### src/rtl/wb_config_loader_if.sv
// Wishbone classic slave bus bundle for the configuration loader.
// The master drives strobes, address and write data; the slave returns ack and read data.
interface wb_config_loader_if;
  logic        wbs_cyc_i;
  logic        wbs_stb_i;
  logic        wbs_we_i;
  logic [3:0]  wbs_sel_i;
  logic [31:0] wbs_addr_i;
  logic [31:0] wbs_data_i;
  logic        wbs_ack_o;
  logic [31:0] wbs_data_o;

  modport slave (
    input  wbs_cyc_i, wbs_stb_i, wbs_we_i, wbs_sel_i, wbs_addr_i, wbs_data_i,
    output wbs_ack_o, wbs_data_o
  );

  modport master (
    output wbs_cyc_i, wbs_stb_i, wbs_we_i, wbs_sel_i, wbs_addr_i, wbs_data_i,
    input  wbs_ack_o, wbs_data_o
  );
endinterface

### src/rtl/wb_config_loader.sv
// Wishbone slave that serialises 32-bit configuration words into per-column chain bits
// and issues a region-wide latch strobe on COMMIT.
module wb_config_loader #(
  parameter logic [31:0] BASE_ADDR = 32'h3000_0000,
  parameter int unsigned COLS      = 4
) (
  input  logic                   wb_clk_i,
  input  logic                   wb_rst_i,
  wb_config_loader_if.slave      wb,
  output logic                   cen,
  output logic [COLS-1:0]        shift_out,
  output logic [COLS-1:0]        set_out
);

  localparam int unsigned STEPS = 32 / COLS;
  localparam int unsigned IDX_W = $clog2(STEPS);
  localparam logic [1:0]  OFF_DATA   = 2'd0;
  localparam logic [1:0]  OFF_COMMIT = 2'd1;
  localparam logic [1:0]  OFF_STATUS = 2'd2;

  typedef enum logic [1:0] {IDLE, SHIFT, COMMIT} state_t;

  state_t            state_q, state_d;
  logic [31:0]       word_q, word_d;
  logic [IDX_W-1:0]  idx_q, idx_d;
  logic [15:0]       cnt_q, cnt_d;
  logic              err_q, err_d;
  logic              ack_d;
  logic [31:0]       rdata_d;
  logic              cen_d;
  logic [COLS-1:0]   shift_d;
  logic [COLS-1:0]   set_d;

  logic              hit_c;
  logic [1:0]        off_c;
  logic              busy_c;
  logic              unused_addr_c;

  assign hit_c  = wb.wbs_cyc_i & wb.wbs_stb_i & ~wb.wbs_ack_o &
                  (wb.wbs_addr_i[31:4] == BASE_ADDR[31:4]);
  assign off_c  = wb.wbs_addr_i[3:2];
  assign busy_c = (state_q != IDLE);
  assign unused_addr_c = ^wb.wbs_addr_i[1:0];

  // Next-state, bus response and chain outputs
  always_comb begin
    state_d = state_q;
    word_d  = word_q;
    idx_d   = idx_q;
    cnt_d   = cnt_q;
    err_d   = err_q;
    ack_d   = 1'b0;
    rdata_d = 32'h0;

    if (hit_c) begin
      unique case (off_c)
        OFF_DATA, OFF_COMMIT: begin
          // Writes that would start chain activity wait for IDLE; reads never stall
          if (!wb.wbs_we_i) begin
            ack_d = 1'b1;
          end else if (state_q == IDLE) begin
            ack_d = 1'b1;
            if (off_c == OFF_COMMIT) begin
              state_d = COMMIT;
              cnt_d   = 16'h0;
            end else if (wb.wbs_sel_i == 4'hF) begin
              state_d = SHIFT;
              word_d  = wb.wbs_data_i;
              idx_d   = '0;
            end else begin
              err_d = 1'b1;
            end
          end
        end
        OFF_STATUS: begin
          ack_d = 1'b1;
          if (!wb.wbs_we_i) rdata_d = {busy_c, err_q, 14'b0, cnt_q};
        end
        default: ack_d = 1'b1;
      endcase
    end

    unique case (state_q)
      SHIFT: begin
        if (idx_q == IDX_W'(STEPS - 1)) begin
          state_d = IDLE;
          cnt_d   = cnt_q + 16'd1;
        end else begin
          idx_d  = idx_q + IDX_W'(1);
          word_d = word_q >> COLS;
        end
      end
      COMMIT:  state_d = IDLE;
      default: ;
    endcase

    cen_d   = (state_d == SHIFT);
    shift_d = cen_d ? word_d[COLS-1:0] : '0;
    set_d   = (state_d == COMMIT) ? '1 : '0;
  end

  always_ff @(posedge wb_clk_i) begin
    if (wb_rst_i) begin
      state_q       <= IDLE;
      word_q        <= 32'h0;
      idx_q         <= '0;
      cnt_q         <= 16'h0;
      err_q         <= 1'b0;
      wb.wbs_ack_o  <= 1'b0;
      wb.wbs_data_o <= 32'h0;
      cen           <= 1'b0;
      shift_out     <= '0;
      set_out       <= '0;
    end else begin
      state_q       <= state_d;
      word_q        <= word_d;
      idx_q         <= idx_d;
      cnt_q         <= cnt_d;
      err_q         <= err_d;
      wb.wbs_ack_o  <= ack_d;
      wb.wbs_data_o <= rdata_d;
      cen           <= cen_d;
      shift_out     <= shift_d;
      set_out       <= set_d;
    end
  end

endmodule

### src/flat_wrapper.sv
// flat-port wrapper written by rule: the top's interface ports become plain ports
module wb_config_loader_flat 
#(
  parameter logic [31:0] BASE_ADDR = 32'h3000_0000,
  parameter int unsigned COLS      = 4
)
  (wb_clk_i, wb_rst_i, cen, shift_out, set_out, wb_wbs_cyc_i, wb_wbs_stb_i, wb_wbs_we_i, wb_wbs_sel_i, wb_wbs_addr_i, wb_wbs_data_i, wb_wbs_ack_o, wb_wbs_data_o);
  wb_config_loader_if wb_i ();
  input  logic wb_clk_i;
  input  logic wb_rst_i;
  output logic cen;
  output logic [COLS-1:0] shift_out;
  output logic [COLS-1:0] set_out;
  input wire logic [$bits(wb_i.wbs_cyc_i)-1:0] wb_wbs_cyc_i;
  input wire logic [$bits(wb_i.wbs_stb_i)-1:0] wb_wbs_stb_i;
  input wire logic [$bits(wb_i.wbs_we_i)-1:0] wb_wbs_we_i;
  input wire logic [$bits(wb_i.wbs_sel_i)-1:0] wb_wbs_sel_i;
  input wire logic [$bits(wb_i.wbs_addr_i)-1:0] wb_wbs_addr_i;
  input wire logic [$bits(wb_i.wbs_data_i)-1:0] wb_wbs_data_i;
  output wire logic [$bits(wb_i.wbs_ack_o)-1:0] wb_wbs_ack_o;
  output wire logic [$bits(wb_i.wbs_data_o)-1:0] wb_wbs_data_o;
  assign wb_i.wbs_cyc_i = wb_wbs_cyc_i;
  assign wb_i.wbs_stb_i = wb_wbs_stb_i;
  assign wb_i.wbs_we_i = wb_wbs_we_i;
  assign wb_i.wbs_sel_i = wb_wbs_sel_i;
  assign wb_i.wbs_addr_i = wb_wbs_addr_i;
  assign wb_i.wbs_data_i = wb_wbs_data_i;
  assign wb_wbs_ack_o = wb_i.wbs_ack_o;
  assign wb_wbs_data_o = wb_i.wbs_data_o;
  wb_config_loader #(.BASE_ADDR(BASE_ADDR), .COLS(COLS)) u_core (.wb_clk_i(wb_clk_i), .wb_rst_i(wb_rst_i), .wb(wb_i), .cen(cen), .shift_out(shift_out), .set_out(set_out));
endmodule
### config.mk
export PLATFORM = sky130hd
export DESIGN_NAME = wb_config_loader_flat
export DESIGN_NICKNAME = d
export VERILOG_FILES = /design/src/rtl/wb_config_loader_if.sv /design/src/rtl/wb_config_loader.sv /design/src/flat_wrapper.sv
export SDC_FILE = /design/constraint.sdc
export NUM_CORES = 1
export LEC_CHECK = 0
export CORE_ASPECT_RATIO = 0.8
export CORE_MARGIN = 3
export CORE_UTILIZATION = 43
export CTS_BUF_LIST = sky130_fd_sc_hd__clkbuf_8
export CTS_CLUSTER_DIAMETER = 50
export DETAILED_ROUTE_END_ITERATION = 16
export PLACE_DENSITY = 0.78
export SYNTH_ARGS = -nofsm -noshare
export SYNTH_HDL_FRONTEND = slang
export SYNTH_SLANG_ARGS = --single-unit
### constraint.sdc
create_clock -name wb_clk_i -period 2.1 [get_ports wb_clk_i]
set_clock_uncertainty 0.2 [all_clocks]
set_input_delay 0.21 -clock wb_clk_i [delete_from_list [all_inputs] [get_ports wb_clk_i]]
set_output_delay 0.21 -clock wb_clk_i [all_outputs]
set_load 0.02 [all_outputs]
==> results of run 1 <==
-- kinds of logic after synthesis --
logic type               share of synthesized area (%)
flip-flops                                        44.7
AND/OR/NAND/NOR                                   29.8
buffers and inverters                             7.95
XOR/XNOR                                          1.73
other                                            0.106
AO/OA/AOI/OAI                                     13.9
adder cells (fa/ha/maj)                           1.77
-- worst max-delay path by stage --
stage / to / slack, ns / cells past startpoint
finish: u_core.word_q[19] / -0.02 / 8
global route: u_core.state_q[1] / -0.08 / 8
CTS: u_core.cnt_q[14] / 0.006 / 7
detailed placement: u_core.word_q[21] / -0.39 / 7
global placement: u_core.word_q[21] / -0.30 / 7
floorplan: u_core.cnt_q[12] / 0.03 / 8
-- sequential cells by signal, summed over array words and instances (netlist names) --
signal / flops
u_core.word_q: 32
u_core.wb.wbs_data_o: 18
u_core.cnt_q: 16
u_core.shift_out: 4
u_core.idx_q: 3
u_core.state_q: 2
u_core.cen: 1
u_core.err_q: 1
u_core.set_out: 1
u_core.wb.wbs_ack_o: 1
-- metal layers --
metal / GRT usage [%] / share of wire (%) / up-vias
met2: 32.4 / 49 / 147
met4: 7.34 / 2.3 / 0
met1: 22.2 / 41 / 1531
met3: 5.11 / 7.3 / 20
met5: 0 / 0 / -
li1: - / - / 1645
-- final cells by class --
cell class / instances / area [sq um] / share of cell area, %
sequential: 79 / 1580 / 31.2
clock buffer: 11 / 151 / 2.98
clock inverter: 5 / 63.8 / 1.26
tap: 105 / 131 / 2.59
inverter: 4 / 15.0 / 0.296
timing repair buffer: 128 / 1310 / 25.8
multi-input combinational: 304 / 1820 / 35.9
-- metrics by stage --
step                      util (%)  power (mW)  instance area, sq um
after global placement        60.3        1.74                  4650
after detailed placement      60.3        1.74                  4650
after CTS                     63.5        2.92                  4890
final                         65.8        2.91                  5070
after floorplan                  -        1.61                  3590
after global routing          65.8        3.02                  5070
-- worst max-delay path: stages (launching register included) --
cell	delay [ns]
dfxtp_1	0.33
inv_2	0.06
ha_2	0.17
and3b_2	0.23
nand2_1	0.06
or4_4	0.50
clkbuf_16	0.23
nand2_1	0.09
a311oi_1	0.12
-- report_power, final --
| part | total [mW] | internal (mW) | switching [mW] |
|---|---|---|---|
| Combinational | 0.218 | 0.134 | 0.0840 |
| Sequential | 1.50 | 1.50 | 0.0000000000470 |
| Clock | 1.20 | 0.624 | 0.574 |
| Total | 2.91 | 2.25 | 0.658 |
-- cells in the final DEF (no fill, tap or decap), drive strengths merged, types with 4 or more instances in the layout --
| cell type | count |
|---|---|
| clkdlybuf4s50 | 88 |
| nand2 | 81 |
| dfxtp | 79 |
| nor2 | 48 |
| a311oi | 28 |
| buf | 27 |
| and2 | 25 |
| a21oi | 19 |
| conb | 14 |
| clkbuf | 14 |
| nand3 | 12 |
| nor4 | 11 |
| dlymetal6s2s | 10 |
| nand4 | 6 |
| and4 | 6 |
| inv | 6 |
| nand2b | 5 |
| ha | 5 |
| o21a | 4 |
| xnor2 | 4 |
| o31ai | 4 |
-- timing repair --
action	CTS	global route
setup buffers	0	2
gates resized for setup	6	28
endpoints found under the setup margin	10	43
cloned	0	3
endpoints found under the hold margin	0	0
pin swaps	0	6
==> impl_metrics.json, run 1 <==
{
  "die_w_microns": 107,
  "core-area_sq_um": 7710,
  "cp_max_fo": 21,
  "drive_gt1_share_pct": 14.9,
  "reg2reg_from": "u_core.state_q[0]",
  "vdd_drop_max_v": 0.000287,
  "grt_pass1_vias": 3123,
  "overflow": 0,
  "areaGrowthSynthToFinish_pct": 43.4,
  "vias": 3343,
  "setup_ws_ns": -0.0186,
  "critPathArrivalTime_ns": 2.14,
  "min_path_cells": 3,
  "cts_hold_buffers": 0,
  "violations": "negative setup slack",
  "fin_cells": 636,
  "fmax_mhz": 472,
  "htree_num_levels": 3,
  "ios": 115,
  "synth_commonest_cells": "nand2_1 (81), dfxtp_1 (79), nor2_1 (44)",
  "drv_slew": 0,
  "finalSetupViolCount": 2,
  "critPathRequiredTime_ns": 2.12,
  "antenna_cells": 0,
  "rsz0062_at_grt": "true",
  "r2r_end": "u_core.word_q[19]",
  "dp.cells": 615,
  "cts_root_buf": "clkbuf_8",
  "yosysSeqAreaShare_pct": 44.7,
  "hold_slack_ns": 0.201,
  "crit_path_end_kind": "register",
  "min-delay-start": "wb_wbs_data_i[29]",
  "post-synth-top-count-cell": "nand2_1",
  "clock_sinks": 79,
  "maxCapViolCount": 0,
  "grt_use_total_pct": 18.7,
  "nNetsFinal": 604,
  "hold_path_class": "input port to register",
  "synth-main-ff-cell": "dfxtp_1",
  "grt_antenna_before_repair": 0,
  "wl_microns": 9270,
  "ant_nets": 0,
  "yosys.area.top_type": "dfxtp_1",
  "period_share_pct": 101,
  "port_buffers": 98,
  "synth_cells": 416,
  "clock_path_buffers": 2,
  "cts_tree": "done",
  "initial_core_util_pct": 45.9,
  "reg2reg_depth": 8,
  "ys_top_cells_by_area": "dfxtp_1 (45%), nand2_1 (8.6%), a311oi_1 (6.9%)",
  "fillers": 618,
  "dr.pass1.iters": 5,
  "drt_iter0_drc": 136,
  "yosysWarnings": 0,
  "startpoint_type": "register",
  "ys_types": 44,
  "post_drt_wl_per_cell_microns": 14.6,
  "synth_async_sr_flop_share_pct": 0,
  "die_h_microns": 87.2,
  "min_period_ns": 2.12,
  "p_leak_nw": 1.93,
  "post-dp-hpwl_microns": 6320,
  "synth_edf_count": 0,
  "ys_seq_elements": 79,
  "clkTransAtPathRegs_ns": 0.09,
  "pre_cts_slack_ns": -0.391,
  "syn_area_per_cell_sq_um": 8.51,
  "crit_start": "u_core.state_q[0]",
  "critPathKind": "register to register",
  "hold_violations": 0,
  "synth_top_area_share_pct": 44.7,
  "power_density_nw_per_um2": 574,
  "tns_ns": -0.0324,
  "numCtsBuffers": 9,
  "gp_congestion": 0.778,
  "drc": 0,
  "fp.dieArea_sq_um": 9360,
  "r2r_slack_ns": -0.02,
  "status": "complete, but fails checks",
  "hold_end": "u_core.word_q[29]",
  "clock_latency_ns": 0.36,
  "grt_pass1_wl_microns": 14100,
  "grt_max_degree": 43,
  "synth_area_sq_um": 3540,
  "row_count": 28,
  "vias_per_cell": 5.26
}
(Power assumes the default switching activity.)
==> run 2: changes to the inputs <==
CORE_ASPECT_RATIO = default   (was 0.8)
clock period = 1.9 ns   (was 2.1 ns; I/O delays follow)
==> run 2 against run 1 <==
- the run still ends with negative setup slack left
- cell area up 3.0%
- setup slack worse by 0.11 ns
- die area about the same
- register-to-register slack worse by 0.10 ns
- sequential share of layout area is 0.83 points lower
- wire length is 2.2% higher
- sequential power increased by 10%
- via count grew 0.39%
- total power grew 3.3%
- non-clock buffer count up 4
- first-iteration DRC count down 24%
- combinational power is 13% higher
- highest routed layer unchanged
==> impl_metrics.json, run 2 (synthesis gave the netlist of run 1 again) <==
{
  "status": "complete, but fails checks",
  "violations": "negative setup slack",
  "period_share_pct": 107,
  "drive_gt1_share_pct": 19.1,
  "ios": 115,
  "numCtsBuffers": 9,
  "areaGrowthSynthToFinish_pct": 47.6,
  "power_density_nw_per_um2": 576,
  "cts_tree": "done",
  "dr.pass1.iters": 5,
  "ant_nets": 0,
  "clock_latency_ns": 0.35,
  "die_h_microns": 96.7,
  "hold_violations": 0,
  "port_buffers": 98,
  "setup_ws_ns": -0.130,
  "maxCapViolCount": 0,
  "wl_microns": 9480,
  "grt_antenna_before_repair": 0,
  "critPathArrivalTime_ns": 2.06,
  "startpoint_type": "input port",
  "regMostFlops": "u_core.word_q",
  "cp_max_fo": 21,
  "critPathRequiredTime_ns": 1.93,
  "grt_use_total_pct": 17.8,
  "core-area_sq_um": 7850,
  "vdd_drop_max_v": 0.000477,
  "post-dp-hpwl_microns": 6230,
  "min_period_ns": 2.03,
  "initial_core_util_pct": 45.1,
  "gp_congestion": 0.831,
  "hold_slack_ns": 0.199,
  "final_cell_mix": "clkdlybuf4s50_1 (90), dfxtp_1 (74), nand2_1 (73), nor2_1 (43), a311oi_1 (26)",
  "overflow": 0,
  "clkTransAtPathRegs_ns": 0.08,
  "dp.cells": 613,
  "clock_sinks": 79,
  "row_count": 32,
  "critPathKind": "input port to register",
  "clock_path_buffers": 2,
  "p_leak_nw": 1.95,
  "post_drt_wl_per_cell_microns": 14.9,
  "largest_reg_flops": 32,
  "nNetsFinal": 608,
  "fin_cells": 637,
  "largestRegisters": "u_core.word_q (32), u_core.wb.wbs_data_o (18), u_core.cnt_q (16)",
  "cts_hold_buffers": 0,
  "fp.dieArea_sq_um": 9360,
  "final_common_cell": "clkdlybuf4s50_1",
  "fmax_mhz": 493,
  "vias": 3356,
  "finalSetupViolCount": 43,
  "power.total_mw": 3.01,
  "die_w_microns": 96.7,
  "antenna_cells": 0,
  "crit_path_end_kind": "register",
  "drc": 0,
  "drv_slew": 0,
  "rsz0062_at_grt": "true",
  "cts_root_buf": "clkbuf_8",
  "htree_num_levels": 3,
  "grt_pass1_wl_microns": 14000,
  "drt_iter0_drc": 103,
  "vias_per_cell": 5.27,
  "grt_max_degree": 43,
  "grt_pass1_vias": 3130,
  "hold_path_class": "input port to register"
}
==> run 2: cell count changes in the layout (fill, tap and decap cells not counted), sizes merged <==
| cell | previous run | this run |
|---|---|---|
| bufinv | 1 | 0 |
| dlygate4sd2 | 0 | 5 |
| clkinvlp | 1 | 2 |
| dlymetal6s2s | 10 | 3 |
| clkdlybuf4s50 | 88 | 90 |
| inv | 6 | 5 |
| buf | 27 | 30 |
| clkinv | 1 | 3 |
==> run 2: final timing paths <==
kind | startpoint | to | slack [ns] | depth (start not counted)
worst max-delay path | wb_wbs_addr_i[25] | u_core.word_q[20] | -0.13 | 7
worst min-delay path | wb_wbs_data_i[30] | u_core.word_q[30] | 0.20 | 3
worst max register to register | u_core.state_q[1] | u_core.word_q[20] | -0.12 | 8
worst min register to register | u_core.word_q[31] | u_core.word_q[31] | 0.28 | 2
==> run 2: final cells by class <==
class / count / area (sq um)
fill: 632 / 2620
tap: 102 / 128
clock inverter: 6 / 37.5
clock buffer: 10 / 138
inverter: 4 / 17.5
sequential: 79 / 1590
multi-input combinational: 304 / 1930
timing repair buffer: 132 / 1390
==> run 2: layer usage <==
metal / vias up / part of all wire [%] / track usage [%]
met5: - / 0 / 0
met2: 111 / 53 / 32.4
li1: 1653 / - / -
met1: 1577 / 40 / 20.7
met4: 0 / 1.4 / 4.00
met3: 15 / 5.5 / 4.90
==> run 2: worst max-delay path, cell delays in order <==
cell and delay, ns:
clkdlybuf4s50_1 0.41, nor4b_2 0.31, nand4_1 0.16, or4_4 0.59, clkbuf_16 0.23, nand2_1 0.09, a311oi_1 0.08
==> run 2: per-stage QoR <==
| stage | util, % | setup slack (ns) | area [sq um] | TNS (ns) |
|---|---|---|---|---|
| floorplan | - | -0.00340 | 3650 | -0.0323 |
| global route | 66.6 | -0.198 | 5230 | -7.40 |
| CTS | 62.8 | -0.0907 | 4930 | -1.30 |
| finish | 66.6 | -0.130 | 5230 | -3.95 |
| detailed placement | 60.3 | -0.514 | 4730 | -27.85 |
| global placement | 60.3 | -0.447 | 4730 | -24.66 |
==> run 2: where the power goes <==
part	switching (mW)	internal (mW)	leakage, nW
clock network	0.608	0.502	0.0895
logic	0.0950	0.151	1.22
registers	0.0000000000643	1.65	0.638
total	0.703	2.31	1.95
==> run 2: timing repair <==
item,4_1_cts,5_1_grt
pin swaps,2,7
resized for setup,10,39
setup buffers,0,4
gates cloned,0,4
endpoints found under the setup margin,48,50
